--- config.mk ---
export PLATFORM = sky130hd
export DESIGN_NAME = ascon_enc_input_loader_flat
export DESIGN_NICKNAME = d
export VERILOG_FILES = /design/src/rtl/ascon_enc_input_loader_if.sv /design/src/rtl/ascon_enc_input_loader.sv /design/src/flat_wrapper.sv
export SDC_FILE = /design/constraint.sdc
export NUM_CORES = 1
export LEC_CHECK = 0
export CORE_ASPECT_RATIO = 1.2
export CORE_MARGIN = 2
export CORE_UTILIZATION = 45
export CTS_BUF_LIST = sky130_fd_sc_hd__clkbuf_8
export CTS_CLUSTER_DIAMETER = 50
export DETAILED_ROUTE_END_ITERATION = 8
export PLACE_DENSITY = 0.87
export SKIP_LAST_GASP = 1
export SLEW_MARGIN = 5
export SYNTH_ARGS = -nofsm -noshare
export SYNTH_HDL_FRONTEND = slang
export SYNTH_SLANG_ARGS = --single-unit
--- constraint.sdc ---
create_clock -name clk -period 1.6 [get_ports clk]
set_input_delay 0.32 -clock clk [delete_from_list [all_inputs] [get_ports clk]]
set_output_delay 0.32 -clock clk [all_outputs]
set_load 0.02 [all_outputs]
--- src/rtl/ascon_enc_input_loader_if.sv ---
// Byte-stream and core-facing signal bundle for the Ascon encryption input loader.
// The slave modport is the loader; the master modport is everything around it
// (upstream byte source plus the encryption core).
interface ascon_enc_input_loader_if #(
  parameter int K = 128,
  parameter int L = 40,
  parameter int Y = 40
);

  logic [7:0]   s_data;
  logic         s_valid;
  logic         s_last;
  logic         s_ready;

  logic [K-1:0]   key;
  logic [127:0]   nonce;
  logic [L-1:0]   associated_data;
  logic [Y-1:0]   plain_text;
  logic           encryption_start;
  logic           encryption_ready;

  logic         busy;
  logic         frame_err;

  modport slave (
    input  s_data,
    input  s_valid,
    input  s_last,
    output s_ready,
    output key,
    output nonce,
    output associated_data,
    output plain_text,
    output encryption_start,
    input  encryption_ready,
    output busy,
    output frame_err
  );

  modport master (
    output s_data,
    output s_valid,
    output s_last,
    input  s_ready,
    input  key,
    input  nonce,
    input  associated_data,
    input  plain_text,
    input  encryption_start,
    output encryption_ready,
    input  busy,
    input  frame_err
  );

endinterface

--- src/rtl/ascon_enc_input_loader.sv ---
// Front-end for the Ascon encryption core: packs a framed byte stream
// (key, nonce, AD, PT) into the core's wide inputs, holds them for the whole
// operation, and issues the start pulse sequence the core needs.
//
// state | meaning
// ------+-------------------------------------------------------------
// LOAD  | accepting bytes; frame shift register may change
// KICK  | start pulse that returns a finished core from DONE to IDLE
// FIRE  | start pulse that launches the core from IDLE
// WAIT  | core running; inputs frozen until encryption_ready
module ascon_enc_input_loader #(
  parameter int K = 128,
  parameter int L = 40,
  parameter int Y = 40
) (
  input  logic                        clk,
  input  logic                        rst,
  ascon_enc_input_loader_if.slave     bus
);

  localparam int N  = K + 128 + L + Y;
  localparam int NB = N / 8;
  localparam int CW = $clog2(NB);
  localparam logic [CW-1:0] CNT_LAST = CW'(NB - 1);

  typedef enum logic [1:0] {
    LOAD = 2'd0,
    KICK = 2'd1,
    FIRE = 2'd2,
    WAIT = 2'd3
  } state_t;

  state_t          state_q, state_d;
  logic [N-1:0]    frame_q, frame_d;
  logic [CW-1:0]   byte_cnt_q, byte_cnt_d;
  logic            core_dirty_q, core_dirty_d;
  logic            frame_err_q, frame_err_d;
  logic            start_q, start_d;
  logic            accept;

  assign accept = bus.s_valid && (state_q == LOAD);

  // State register plus all datapath registers; synchronous active-high reset.
  always_ff @(posedge clk) begin
    if (rst) begin
      state_q      <= LOAD;
      frame_q      <= '0;
      byte_cnt_q   <= '0;
      core_dirty_q <= 1'b0;
      frame_err_q  <= 1'b0;
      start_q      <= 1'b0;
    end else begin
      state_q      <= state_d;
      frame_q      <= frame_d;
      byte_cnt_q   <= byte_cnt_d;
      core_dirty_q <= core_dirty_d;
      frame_err_q  <= frame_err_d;
      start_q      <= start_d;
    end
  end

  // Next-state, byte shifting, frame checking and start-pulse generation.
  always_comb begin
    state_d      = state_q;
    frame_d      = frame_q;
    byte_cnt_d   = byte_cnt_q;
    core_dirty_d = core_dirty_q;
    frame_err_d  = 1'b0;

    unique case (state_q)
      LOAD: begin
        if (accept) begin
          frame_d = {frame_q[N-9:0], bus.s_data};
          if (byte_cnt_q == CNT_LAST) begin
            byte_cnt_d = '0;
            if (bus.s_last) begin
              // A core that already finished must be kicked back to IDLE first.
              state_d = core_dirty_q ? KICK : FIRE;
            end else begin
              frame_err_d = 1'b1;
            end
          end else if (bus.s_last) begin
            byte_cnt_d  = '0;
            frame_err_d = 1'b1;
          end else begin
            byte_cnt_d = byte_cnt_q + CW'(1);
          end
        end
      end
      KICK: begin
        state_d = FIRE;
      end
      FIRE: begin
        core_dirty_d = 1'b1;
        state_d      = WAIT;
      end
      WAIT: begin
        if (bus.encryption_ready) begin
          state_d = LOAD;
        end
      end
      default: begin
        state_d = LOAD;
      end
    endcase

    // Registered so the start line is glitch-free and high exactly in KICK/FIRE.
    start_d = (state_d == KICK) || (state_d == FIRE);
  end

  assign bus.s_ready          = (state_q == LOAD);
  assign bus.busy             = (state_q != LOAD);
  assign bus.frame_err        = frame_err_q;
  assign bus.encryption_start = start_q;

  assign bus.key             = frame_q[N-1 -: K];
  assign bus.nonce           = frame_q[N-K-1 -: 128];
  assign bus.associated_data = frame_q[L+Y-1 -: L];
  assign bus.plain_text      = frame_q[Y-1:0];

endmodule

--- src/flat_wrapper.sv ---
// flat-port wrapper written by rule: the top's interface ports become plain ports
module ascon_enc_input_loader_flat 
#(
  parameter int K = 128,
  parameter int L = 40,
  parameter int Y = 40
)
  (clk, rst, bus_s_data, bus_s_valid, bus_s_last, bus_s_ready, bus_key, bus_nonce, bus_associated_data, bus_plain_text, bus_encryption_start, bus_encryption_ready, bus_busy, bus_frame_err);
  ascon_enc_input_loader_if #(.K(K), .L(L), .Y(Y)) bus_i ();
  input  logic clk;
  input  logic rst;
  input wire logic [$bits(bus_i.s_data)-1:0] bus_s_data;
  input wire logic [$bits(bus_i.s_valid)-1:0] bus_s_valid;
  input wire logic [$bits(bus_i.s_last)-1:0] bus_s_last;
  output wire logic [$bits(bus_i.s_ready)-1:0] bus_s_ready;
  output wire logic [$bits(bus_i.key)-1:0] bus_key;
  output wire logic [$bits(bus_i.nonce)-1:0] bus_nonce;
  output wire logic [$bits(bus_i.associated_data)-1:0] bus_associated_data;
  output wire logic [$bits(bus_i.plain_text)-1:0] bus_plain_text;
  output wire logic [$bits(bus_i.encryption_start)-1:0] bus_encryption_start;
  input wire logic [$bits(bus_i.encryption_ready)-1:0] bus_encryption_ready;
  output wire logic [$bits(bus_i.busy)-1:0] bus_busy;
  output wire logic [$bits(bus_i.frame_err)-1:0] bus_frame_err;
  assign bus_i.s_data = bus_s_data;
  assign bus_i.s_valid = bus_s_valid;
  assign bus_i.s_last = bus_s_last;
  assign bus_s_ready = bus_i.s_ready;
  assign bus_key = bus_i.key;
  assign bus_nonce = bus_i.nonce;
  assign bus_associated_data = bus_i.associated_data;
  assign bus_plain_text = bus_i.plain_text;
  assign bus_encryption_start = bus_i.encryption_start;
  assign bus_i.encryption_ready = bus_encryption_ready;
  assign bus_busy = bus_i.busy;
  assign bus_frame_err = bus_i.frame_err;
  ascon_enc_input_loader #(.K(K), .L(L), .Y(Y)) u_core (.clk(clk), .rst(rst), .bus(bus_i));
endmodule
==> flow_metrics.py <==
metrics = {
    "route": {
        "first_pass_iters": 5,
        "ant_nets": 0,
        "drt_iter0_markers": 831,
        "vias": 12500,
        "wirelength_mm": 42.6,
        "drc_errors": 0,
        "vias_per_cell": 5.44,
        "wl_per_cell_um": 18.6,
    },
    "timing": {
        "rsz0062_at_grt": "true",
        "fmax_ghz": 0.596,
        "finalSetupViolCount": 167,
        "clock_skew_ps": 17.1,
        "post-route-min-period_ps": 1680,
        "whs_ps": 96.6,
        "drv_slew": 0,
        "hold_viol": 0,
        "setup_ws_ps": -76.5,
        "worst_slew_pin_slew_ps": 506,
        "min_period_over_period_pct": 105,
        "maxSlewHeadroom_pct": 66.3,
        "final.setup.tns_ps": -2890,
    },
    "synth": {
        "syn_avg_cell_area_um2": 7.89,
        "synth_top_area_share_pct": 57.8,
        "synthCells": 1522,
        "async_reset_ff_share_pct": 0,
        "synth_ff_type": "dfxtp_1",
        "synth_nets": 1537,
        "synth_top_area_cell": "dfxtp_1",
        "synth_area_leaders": "dfxtp_1, nand2_1, a21oi_1",
        "synth_area_um2": 12000,
        "ys_warn_count": 0,
        "yosysSeqAreaShare_pct": 57.8,
        "synth-edff-count": 0,
        "ys_types": 35,
        "synth.ff_latch_count": 347,
    },
    "final_layout": {
        "layout-drive-gt1-share_pct": 30.2,
        "fin_util_pct": 67.8,
        "nets": 1935,
        "final_area_um2": 17800,
        "area_delta_synth_final_pct": 48.3,
        "n_antenna_cell": 0,
        "fill_cells": 1874,
    },
    "clock_tree": {
        "cts.sink_count": 347,
        "clock_latency_ps": 560,
        "ctsHtreeMaxLevel": 2,
        "cts_hold_buf": 0,
        "cts_tree": "yes",
        "cts_buffers": 52,
        "clkSlewWorstSetupHoldPaths_ps": 70,
        "root_buffer": "clkbuf_8",
        "clockBufferDepth": 3,
    },
    "grt": {
        "grt_overflow": 0,
        "grt_first_pass_wirelength_mm": 60.0,
        "grt_usage_pct": 26.0,
        "antenna_found_initial": 0,
        "grt_start_max_net_pins": 117,
        "grt_pass1_vias": 11600,
    },
    "pwr": {
        "ir_worst_vdd_mv": 1.05,
        "p_leak_uw": 0.00670,
        "p_per_area_nw_per_um2": 965,
    },
    "floorplanning": {
        "core_um2": 26300,
        "io_pins": 353,
        "dieArea_um2": 28000,
        "rows": 65,
        "die_w_um": 153,
        "die_h_um": 183,
        "initial_utilization_pct": 45.7,
    },
    "setup_path": {
        "path_cells": "buf_6 > nor3b_4 > buf_6 > buf_12 > buf_6 > nand2_1 > a21oi_1",
        "cp_slowest_stage_delay_ps": 350,
        "slowest_stage": "dfxtp_4",
        "cp_top_family": "buffers and inverters",
        "timing.rr.start": "u_core.state_q[1]",
        "arrival_ps": 2160,
        "reg2reg_to": "u_core.frame_q[254]",
        "cp.depth": 7,
        "cp-endpoint": "u_core.frame_q[254]",
        "crit_type": "reg2reg",
        "rrSetupSlack_ps": -80,
        "cp.buffers_inverters": 4,
        "crit_path_start": "u_core.state_q[1]",
        "crit_path_start_kind": "register",
        "worstPathMaxFanout": 21,
        "r2r_cells": 7,
        "end_kind": "register",
        "crit_required_ps": 2080,
        "crit_top_cell": "buf_6",
    },
    "run_status": {
        "status": "finished with violations",
        "failed_checks": "setup timing",
    },
    "worst_hold_path": {
        "hp-class": "in2reg",
        "holdPathStages": 2,
    },
    "placement": {
        "io_buffers": 352,
        "gp_congestion": 0.860,
        "place_worst_setup_slack_ps": -462,
        "place_area_um2": 16200,
        "dp_hpwl_mm": 25.1,
    },
    "job": {
        "cap_violations": 0,
    },
}
per-stage QoR:
step	instances	total power, uW
floorplan	1522	9320
global placement	2162	9650
detailed placement	2162	9660
CTS	2263	17000
global route	2294	17800
finish	2294	17200
final cells by class:
class                           count  area [um2]  share of cell area, %
Sequential cell                   347        6970                   39.1
Multi-Input combinational cell   1056        4890                   27.4
Clock inverter                     23         124                  0.695
Clock buffer                       70         963                   5.41
Inverter                            5        18.8                  0.105
Timing Repair Buffer              458        4430                   24.9
Tap cell                          335         419                   2.35
per-layer routing:
layer	GRT usage [%]	vias to the layer above	share of wire, %
li1	-	5728	-
met3	7.23	148	9.0
met2	45.4	717	50
met4	13.1	0	4.9
met1	29.1	5895	36
met5	0	-	0
timing repair:
| item | CTS | global route |
|---|---|---|
| setup buffers | 6 | 6 |
| setup endpoints to repair | 345 | 515 |
| resized for setup | 801 | 371 |
| pin swaps | 3 | 24 |
| gates cloned | 2 | 25 |
layout by cell type (no fill, tap or decap), types with 17 or more instances in the layout:
cell type	instances
clkdlybuf4s15_1	40
a21oi_2	31
buf_12	17
buf_2	26
dfxtp_1	329
clkbuf_8	70
clkbuf_2	145
inv_1	19
clkdlybuf4s15_2	123
buf_4	34
nand2_2	41
buf_6	26
a21oi_1	310
nand2_1	623
clkbuf_16	19
worst min-delay path by stage:
stage                                   start              endpoint
after global placement    u_core.core_dirty_q     u_core.state_q[1]
final                                     rst  u_core.byte_cnt_q[0]
after detailed placement  u_core.core_dirty_q     u_core.state_q[1]
after floorplan           u_core.core_dirty_q     u_core.state_q[1]
after CTS                                 rst   u_core.frame_q[239]
after global routing                      rst   u_core.frame_q[248]
where the power goes:
part           switching (uW)  internal, uW  leakage, uW
clock                    3370          4050     0.000621
combinational             647           443      0.00328
sequential               22.7          8660      0.00281
total                    4040         13200      0.00670
state kept, by name, summed over array words and instances (netlist names):
register,flops
u_core.frame_q,336
u_core.byte_cnt_q,6
u_core.state_q,2
u_core.bus.frame_err,1
u_core.bus.encryption_start,1
u_core.core_dirty_q,1
synthesized netlist by cell type (all sizes together) (2+ instances only):
cell	number
nand2	677
dfxtp	347
a21oi	341
buf	67
clkbuf	48
inv	5
o21ai	4
a221oi	2
a31oi	2
ha	2
nand3b	2
nand4	2
nor2	2
nor3	2
o2111ai	2
cell families (layout without fill, tap and decap cells):
family	Yosys count	in the layout	share of synthesized area, %
AND/OR/NAND/NOR	696	697	22.3
AO/OA/AOI/OAI	357	357	15.2
flip-flops	347	347	57.8
buffers and inverters	120	556	4.45
adder cells (fa/ha/maj)	2	2	0.208
No activity file was read; power rests on OpenSTA's default activity.
